===== config.mk =====
export PLATFORM = sky130hd
export DESIGN_NAME = clk_div_prog
export DESIGN_NICKNAME = d
export VERILOG_FILES = /design/src/rtl/clk_div_pkg.sv /design/src/rtl/clk_div_prog_req.sv /design/src/rtl/clk_div_prog.sv
export SDC_FILE = /design/constraint.sdc
export NUM_CORES = 1
export LEC_CHECK = 0
export CORE_MARGIN = 10
export CORE_UTILIZATION = 50
export CTS_CLUSTER_DIAMETER = 100
export DETAILED_ROUTE_END_ITERATION = 8
export GPL_TIMING_DRIVEN = 0
export MAX_ROUTING_LAYER = met4
export PLACE_DENSITY = 0.83
export SETUP_SLACK_MARGIN = 0.3
export SLEW_MARGIN = 20
export SYNTH_ARGS = -nofsm -noshare
export SYNTH_HDL_FRONTEND = slang
export SYNTH_SLANG_ARGS = --single-unit
export TNS_END_PERCENT = 100

===== constraint.sdc =====
create_clock -name clk_in -period 4.7 [get_ports clk_in]
set_input_delay 0.94 -clock clk_in [delete_from_list [all_inputs] [get_ports clk_in]]
set_output_delay 0.94 -clock clk_in [all_outputs]
set_load 0.005 [all_outputs]

===== src/rtl/clk_div_pkg.sv =====
// Shared types and helpers for the programmable clock divider.
package clk_div_pkg;

  typedef enum logic [1:0] {
    IDLE  = 2'd0,
    RUN   = 2'd1,
    DRAIN = 2'd2
  } state_t;

  // Smallest divisor that still gives a high and a low phase.
  localparam int MIN_DIV = 2;

  // Number of clk_in cycles that clk_out is high in a period of length n.
  function automatic int unsigned hi_len(input int unsigned n);
    return n >> 1;
  endfunction

endpackage


===== src/rtl/clk_div_prog_req.sv =====
// Divisor request handling: validates requests, holds a pending divisor
// while the counter is mid-period and applies it on a period boundary.
//
// Handshake: div_load is a one-cycle strobe with no back-pressure. Every
// strobe is answered by either one div_err pulse (value < MIN_DIV) or,
// eventually, one div_ack pulse; repeated valid requests while busy collapse
// into a single ack carrying the last value. Busy is high while a value is
// held but not yet applied.
module clk_div_req
  import clk_div_pkg::*;
#(
  parameter int W           = 8,
  parameter int DEFAULT_DIV = 2
) (
  input  logic         clk_in,
  input  logic         reset,
  input  logic         i_load,
  input  logic [W-1:0] i_value,
  input  logic         i_boundary,
  input  logic         i_idle,
  output logic [W-1:0] o_div_cur,
  output logic         o_busy,
  output logic         o_ack,
  output logic         o_err
);

  localparam logic [W-1:0] MIN_W = W'(MIN_DIV);

  logic [W-1:0] r_div_cur;
  logic [W-1:0] r_pend;
  logic         r_pend_v;
  logic         r_ack;
  logic         r_err;
  logic         w_valid;
  logic         w_reject;

  assign w_valid  = i_load && (i_value >= MIN_W);
  assign w_reject = i_load && (i_value <  MIN_W);

  // Capture, hold and apply divisor requests; ack/err are one-cycle pulses.
  always_ff @(posedge clk_in or negedge reset) begin
    if (!reset) begin
      r_div_cur <= W'(DEFAULT_DIV);
      r_pend    <= '0;
      r_pend_v  <= 1'b0;
      r_ack     <= 1'b0;
      r_err     <= 1'b0;
    end else begin
      r_ack <= 1'b0;
      r_err <= w_reject;
      if (i_idle) begin
        // Counter is stopped: no boundary to wait for.
        if (w_valid) begin
          r_div_cur <= i_value;
          r_ack     <= 1'b1;
          r_pend_v  <= 1'b0;
        end else if (r_pend_v) begin
          r_div_cur <= r_pend;
          r_ack     <= 1'b1;
          r_pend_v  <= 1'b0;
        end
      end else begin
        if (i_boundary && r_pend_v) begin
          r_div_cur <= r_pend;
          r_ack     <= 1'b1;
        end
        // A request landing on a boundary waits for the next one.
        if (w_valid) begin
          r_pend   <= i_value;
          r_pend_v <= 1'b1;
        end else if (i_boundary) begin
          r_pend_v <= 1'b0;
        end
      end
    end
  end

  assign o_div_cur = r_div_cur;
  assign o_busy    = r_pend_v;
  assign o_ack     = r_ack;
  assign o_err     = r_err;

endmodule


===== src/rtl/clk_div_prog.sv =====
// Programmable integer clock divider: registered clk_out (high floor(N/2),
// low ceil(N/2) cycles), a tick strobe on each clk_out rise, and divisor
// changes that only take effect on period boundaries.
module clk_div_prog
  import clk_div_pkg::*;
#(
  parameter int W           = 8,
  parameter int DEFAULT_DIV = 2
) (
  input  logic         clk_in,
  input  logic         reset,
  input  logic         en,
  input  logic         div_load,
  input  logic [W-1:0] div_value,
  output logic         div_busy,
  output logic         div_ack,
  output logic         div_err,
  output logic         clk_out,
  output logic         tick,
  output logic         running,
  output state_t       dbg_state
);

  if ((DEFAULT_DIV < MIN_DIV) || (DEFAULT_DIV >= (2 ** W))) begin : g_bad_default
    $error("clk_div_prog: DEFAULT_DIV must be >= 2 and < 2**W");
  end

  localparam logic [W-1:0] ONE = W'(1);

  state_t       r_state;
  state_t       w_state_nx;
  logic [W-1:0] r_cnt;
  logic [W-1:0] w_cnt_nx;
  logic [W-1:0] w_cnt_inc;
  logic [W-1:0] w_div_cur;
  logic [W-1:0] w_hi;
  logic         r_clk;
  logic         w_clk_nx;
  logic         r_tick;
  logic         w_tick_nx;
  logic         w_boundary;
  logic         w_idle;

  clk_div_req #(
    .W           (W),
    .DEFAULT_DIV (DEFAULT_DIV)
  ) u_req (
    .clk_in     (clk_in),
    .reset      (reset),
    .i_load     (div_load),
    .i_value    (div_value),
    .i_boundary (w_boundary),
    .i_idle     (w_idle),
    .o_div_cur  (w_div_cur),
    .o_busy     (div_busy),
    .o_ack      (div_ack),
    .o_err      (div_err)
  );

  assign w_idle     = (r_state == IDLE);
  assign w_cnt_inc  = r_cnt + ONE;
  assign w_hi       = W'(hi_len(32'(w_div_cur)));
  assign w_boundary = !w_idle && (r_cnt == (w_div_cur - ONE));

  // State, counter and output registers.
  always_ff @(posedge clk_in or negedge reset) begin
    if (!reset) begin
      r_state <= IDLE;
      r_cnt   <= '0;
      r_clk   <= 1'b0;
      r_tick  <= 1'b0;
    end else begin
      r_state <= w_state_nx;
      r_cnt   <= w_cnt_nx;
      r_clk   <= w_clk_nx;
      r_tick  <= w_tick_nx;
    end
  end

  // Next state: a started period always runs to completion; en only decides
  // whether another period follows the boundary.
  always_comb begin
    w_state_nx = r_state;
    w_cnt_nx   = '0;
    w_clk_nx   = 1'b0;
    w_tick_nx  = 1'b0;
    case (r_state)
      IDLE: begin
        if (en) begin
          w_state_nx = RUN;
          w_clk_nx   = 1'b1;
          w_tick_nx  = 1'b1;
        end
      end
      RUN, DRAIN: begin
        if (w_boundary) begin
          if (en) begin
            w_state_nx = RUN;
            w_clk_nx   = 1'b1;
            w_tick_nx  = 1'b1;
          end else begin
            w_state_nx = IDLE;
          end
        end else begin
          w_cnt_nx   = w_cnt_inc;
          w_clk_nx   = (w_cnt_inc < w_hi);
          w_state_nx = en ? RUN : DRAIN;
        end
      end
      default: w_state_nx = IDLE;
    endcase
  end

  assign clk_out   = r_clk;
  assign tick      = r_tick;
  assign running   = !w_idle;
  assign dbg_state = r_state;

endmodule


==> summary.txt, run 1 <==
Max Freq - 304 MHz
DR WL/cell - 15.0 µm
CP peak stage delay - 600 ps
Layout cells sized above 1 - 0.139
Sequential power share - 0.281
Htree depth - 2
Netlist Area Pre-Place - 0.00195 mm²
GRT Util Overall - 0.142
CP Cell Sequence - inv_1 -> ha_1 -> clkbuf_1 -> inv_1 -> clkbuf_1 -> clkdlybuf4s50_1
Initial antenna violation count - 0
Period minus WS final - 3290 ps
Yosys top cell by area - dfrtp_1
Cell area power density - 719 mW/mm²
Yosys reg bits - 31
CTS tree - done
Iteration-0 DRC Markers - 59
Initial DRT Pass Iterations - 5
Status - finished, final reports clean
FF-to-FF Start - u_req.o_div_cur[1]
Worst skew pair latency - 300 ps
Syn. warnings - 0
Nets - 251
CP Launch Type - flop
Congestion Overflow GR - 0
Cell family with most CP delay - buffers and inverters
CP Data Required Time - 3760 ps
Asr flop ratio synth - 1.00
First-pass GRT wire length - 7.36 mm
Worst path bufs/invs - 5
Setup TNS - 0 ps
Sw power - 0.669 mW
RSZ-0062 raised after global routing - false
# DRC - 0
VDD IR-drop max - 0.326 mV
Seq/Total Area, Yosys - 0.398
Period utilization - 0.701
Synth top area share - 0.384
# port buffers - 19
CTS Hold Bufs - 0
Starting Density - 0.526
Top cells by count, synth - dfrtp_1, nand2_1, inv_1
Power Internal - 1.01 mW
Sw Ratio - 0.399
Post-synth EDFFs - 0
CTS clk-pin slew, worst paths - 70 ps
Routed Antenna Nets - 0
Drt via density - 5.72
Clk pwr share - 0.190
Dominant synthesized flop cell - dfrtp_1
Gate Count Post-Synth - 203
WS Path Type - flop to primary output
Fin. Hold Viols - 0
Post-CTS Setup Bufs - 0
TritonCTS buffer count - 5
Largest net degree at the start of global routing - 32
Root Buffer - clkbuf_8
Detailed placer's ending HPWL - 3.09 mm
Routed WL - 4.18 mm
Slowest-stage cell, CP - clkdlybuf4s50_1
Resized cells post-CTS - 0
Clock Sinks - 31
Vias - 1589
CP startpoint - dbg_state[0]
Die area - 0.00681 mm²
Height of the die - 82.5 µm
Pleak - 1.01 nW
Skew final - 10.4 ps
FP Rows - 22
Die Wd - 82.5 µm
CP Max Fanout - 10
Combinational power share - 0.529
Final setup viols - 0
Most common cell in the netlist - dfrtp_1
Post-synthesis area per instance - 9.63 µm²
Max-slew violation count - 0
Vias in the first global route - 1606
Worst slew margin - 0.548
Cells after DPL - 270
Critical path arrival - 2350 ps
# diodes - 0
Max Buffers Root-to-Sink - 2
Core area - 0.00372 mm²
Hold Path Origin - u_req.r_pend[2]
Least-Margin Pin Slew - 679 ps
Synth Net Count - 225
Max Cap Viol - 0
Synth-to-Final Area Change - 19.3%
Yosys cell types - 49
Hold Path Class - flop to flop
Crit path capture type - primary output
Final Util - 0.628
Top Ports - 20
Finished Layout Cells - 278
Gp weighted congestion - 0.829
Top area cells in the synthesized netlist - dfrtp_1, ha_1, mux2_2
cell usage in the layout (no fill, tap or decap), drive strengths merged, types with 3 or more instances in the layout:
cell type      synthesis  final
xnor2                  8      8
and2                   4      4
nand3                 13     13
xor2                   6      6
inv                   15     15
nor2b                  6      6
o221ai                 8      8
o31ai                  3      3
a21oi                  4      4
nand2                 16     16
o21ai                  5      5
nor2                  12     12
dfrtp                 30     30
mux2                   8      8
clkdlybuf4s50          0     18
buf                    6      7
a22oi                  6      6
ha                    10     10
clkbuf                 6     12
nor3                   6      6
cell type report:
class                   instances  area [µm²]
fillers                       309        1380
multi-input cells             144        1050
flip-flops and latches         31         777
repair buffers                 19         185
clock buffers                   6        72.6
plain buffers                  12        71.3
clock inverters                 2        60.1
inverters                      16        60.1
well taps                      48        60.1
worst paths after layout:
check | end | cells past startpoint | slack [ps]
setup / recovery | running | 6 | 1410
setup reg to reg | u_req.o_div_cur[0] | 11 | 1810
min in group asynchronous | dbg_state[0] | 1 | 680
hold reg to reg | u_req.r_pend[2] | 1 | 510
max in group asynchronous | dbg_state[1] | 1 | 3580
hold / removal | u_req.r_pend[2] | 1 | 510
power groups by stage:
| stage | clock network [mW] | logic [mW] | registers, mW |
|---|---|---|---|
| 2_1_floorplan | 0 | 0.667 | 0.456 |
| 3_3_place_gp | 0 | 0.853 | 0.470 |
| 3_5_place_dp | 0 | 0.883 | 0.476 |
| 4_1_cts | 0.321 | 0.893 | 0.472 |
| 5_1_grt | 0.337 | 0.999 | 0.490 |
| 6_report | 0.318 | 0.888 | 0.472 |
registers in the layout (all words and copies together), names as in the netlist:
name,cells
r_cnt,8
u_req.o_div_cur,8
u_req.r_pend,8
dbg_state,2
clk_out,1
tick,1
u_req.o_ack,1
u_req.o_busy,1
u_req.o_err,1
layer usage:
metal / track usage / vias to the layer above / routed length, µm
met3: 0.0346 / 8 / 191
met4: 0.0635 / 0 / 78
li1: - / 771 / -
met2: 0.233 / 49 / 2000
met5: - / - / 0
met1: 0.159 / 761 / 1910
cell families (layout without fill, tap and decap cells):
group                      Yosys count  in the layout  share of synthesized area
buffers and inverters               28             55                     0.0672
AOI/OAI and AO/OA                   42             42                      0.170
adders and majority gates           10             10                     0.0640
xor gates and xnor gates            14             14                     0.0627
and+or+nand+nor                     70             70                      0.192
muxes                                8              8                     0.0461
DFF                                 31             31                      0.398
stage by stage:
stage	power [mW]	setup WS (ps)	hold WS [ps]	cell area, µm²
2_1_floorplan	1.12	2060	479	1950
3_3_place_gp	1.32	1370	487	2200
3_5_place_dp	1.36	1310	494	2200
4_1_cts	1.69	1380	509	2330
5_1_grt	1.83	1250	517	2330
6_report	1.68	1410	507	2330
No activity file was read; power rests on OpenSTA's default activity.
==> run 2: changes to the inputs <==
--- a/config.mk
+++ b/config.mk
@@ -11,7 +11,7 @@
 export DETAILED_ROUTE_END_ITERATION = 8
 export GPL_TIMING_DRIVEN = 0
 export MAX_ROUTING_LAYER = met4
-export PLACE_DENSITY = 0.83
+export PLACE_DENSITY = 0.85
 export SETUP_SLACK_MARGIN = 0.3
 export SLEW_MARGIN = 20
 export SYNTH_ARGS = -nofsm -noshare
==> constraint.sdc (replaced) <==
create_clock -name clk_in -period 2.81 [get_ports clk_in]
set_input_delay 0.562 -clock clk_in [delete_from_list [all_inputs] [get_ports clk_in]]
set_output_delay 0.562 -clock clk_in [all_outputs]
set_load 0.005 [all_outputs]
==> summary.txt, run 2 (synthesized netlist as in run 1, its figures left out) <==
Vias - 1607
Status - finished, final reports clean
Iteration-0 DRC Markers - 110
Power consumption - 2.99 mW
First-pass GRT wire length - 7.52 mm
Fin. Hold Viols - 0
VDD IR-drop max - 0.745 mV
Most common cell after layout, fill and taps aside - dfrtp_1
Max Freq - 386 MHz
Max-slew violation count - 0
FP Rows - 22
Initial antenna violation count - 0
Worst skew pair latency - 300 ps
Reg area - 778 µm²
# diodes - 0
Nets - 262
DR WL/cell - 15.7 µm
CP Max Fanout - 8
Dpl ws - -185 ps
Max Buffers Root-to-Sink - 2
Die area - 0.00681 mm²
Max Cap Viol - 0
Pleak - 1.07 nW
Root Buffer - clkbuf_8
Crit path capture type - flop
GRT Util Overall - 0.146
Drt via density - 5.56
Commonest non-fill, non-tap cells in the layout - dfrtp_1, clkdlybuf4s50_1, nand2_1, inv_1, nand3_1
Core area - 0.00372 mm²
Starting Density - 0.526
Vias in the first global route - 1630
Gp weighted congestion - 0.864
RSZ-0062 raised after global routing - true
Cell area power density - 1200 mW/mm²
Die Wd - 82.5 µm
Largest net degree at the start of global routing - 32
Initial DRT Pass Iterations - 5
Period minus WS final - 2590 ps
Congestion Overflow GR - 0
CP Launch Type - flop
# fillers - 297
Layout cells sized above 1 - 0.257
CP Data Required Time - 2990 ps
Final setup viols - 0
TritonCTS buffer count - 5
Detailed placer's ending HPWL - 3.07 mm
Final worst slack - 219 ps
Least-Margin Pin Slew - 683 ps
# port buffers - 19
Area of the multi-input gates - 0.00113 mm²
CTS tree - done
Period utilization - 0.922
CTS clk-pin slew, worst paths - 70 ps
Synth-to-Final Area Change - 27.6%
Critical path arrival - 2770 ps
Height of the die - 82.5 µm
Top Ports - 20
Routed WL - 4.54 mm
# DRC - 0
Skew final - 10.1 ps
WS Path Type - flop to flop
Placed instance area - 0.00222 mm²
Worst slew margin - 0.545
Final instance area - 0.00249 mm²
Hold Path Class - input port to async pin
Routed Antenna Nets - 0
Htree depth - 2
Final Util - 0.671
Clock Sinks - 31
[run 2: cell count changes in the layout (fill, tap and decap cells not counted), sizes merged]
cell and delta:
clkbuf -3, buf +13, clkinv +1, clkinvlp +2, bufinv -2
[run 2: metrics by stage]
| stage | instances | hold WS [ps] | TNS [ps] |
|---|---|---|---|
| 2_1_floorplan | 203 | 266 | 0 |
| 3_3_place_gp | 270 | 488 | -1130 |
| 3_5_place_dp | 270 | 493 | -1960 |
| 4_1_cts | 281 | 325 | 0 |
| 5_1_grt | 289 | 343 | 0 |
| 6_report | 289 | 299 | 0 |
[run 2: area by class of cell]
cell class | instances | share of cell area
Clock inverter | 3 | 0.00803
Buffer | 12 | 0.0396
Inverter | 16 | 0.0251
Clock buffer | 5 | 0.0276
Multi-Input combinational cell | 144 | 0.453
Sequential cell | 31 | 0.312
Tap cell | 48 | 0.0241
Timing Repair Buffer | 30 | 0.110
[run 2: final timing paths]
path	from	endpoint	slack [ps]	cells past startpoint
worst max-delay path	u_req.o_div_cur[1]	u_req.o_div_cur[0]	220	12
worst min-delay path	reset	r_cnt[2]	300	1
worst max register to register	u_req.o_div_cur[1]	u_req.o_div_cur[0]	220	12
worst min register to register	u_req.r_pend[0]	u_req.r_pend[0]	500	1
max in group asynchronous	reset	u_req.o_div_cur[0]	2030	1
min in group clk_in	u_req.r_pend[0]	u_req.r_pend[0]	500	1
[run 2: what timing repair did]
action                                  4_1_cts  5_1_grt
gates cloned                                  1        0
resized for setup                             8       21
hold buffers                                  0        0
endpoints found under the setup margin       25       26
pin swaps                                     2        3
setup buffers                                 2        8
[run 2: routing by layer]
metal / vias to the layer above / GRT usage / routed length (µm)
li1: 793 / - / -
met1: 776 / 0.164 / 1940
met2: 30 / 0.240 / 2350
met3: 8 / 0.0518 / 182
met4: 0 / 0.0468 / 62
met5: - / - / 0
[run 2: power breakdown]
part / switching (mW) / internal [mW]
sequential: 0.152 / 0.637
clock: 0.189 / 0.172
combinational: 0.926 / 0.917
[run 2: worst max-delay path, stage by stage, from the launching register on]
cell and delay [ps]:
dfstp_2 530, buf_6 90, inv_4 30, ha_4 140
buf_6 130, xor2_1 130, nor2_1 140, a211oi_2 70
or4_4 500, buf_6 150, o21a_4 200, buf_6 130
o221a_1 240
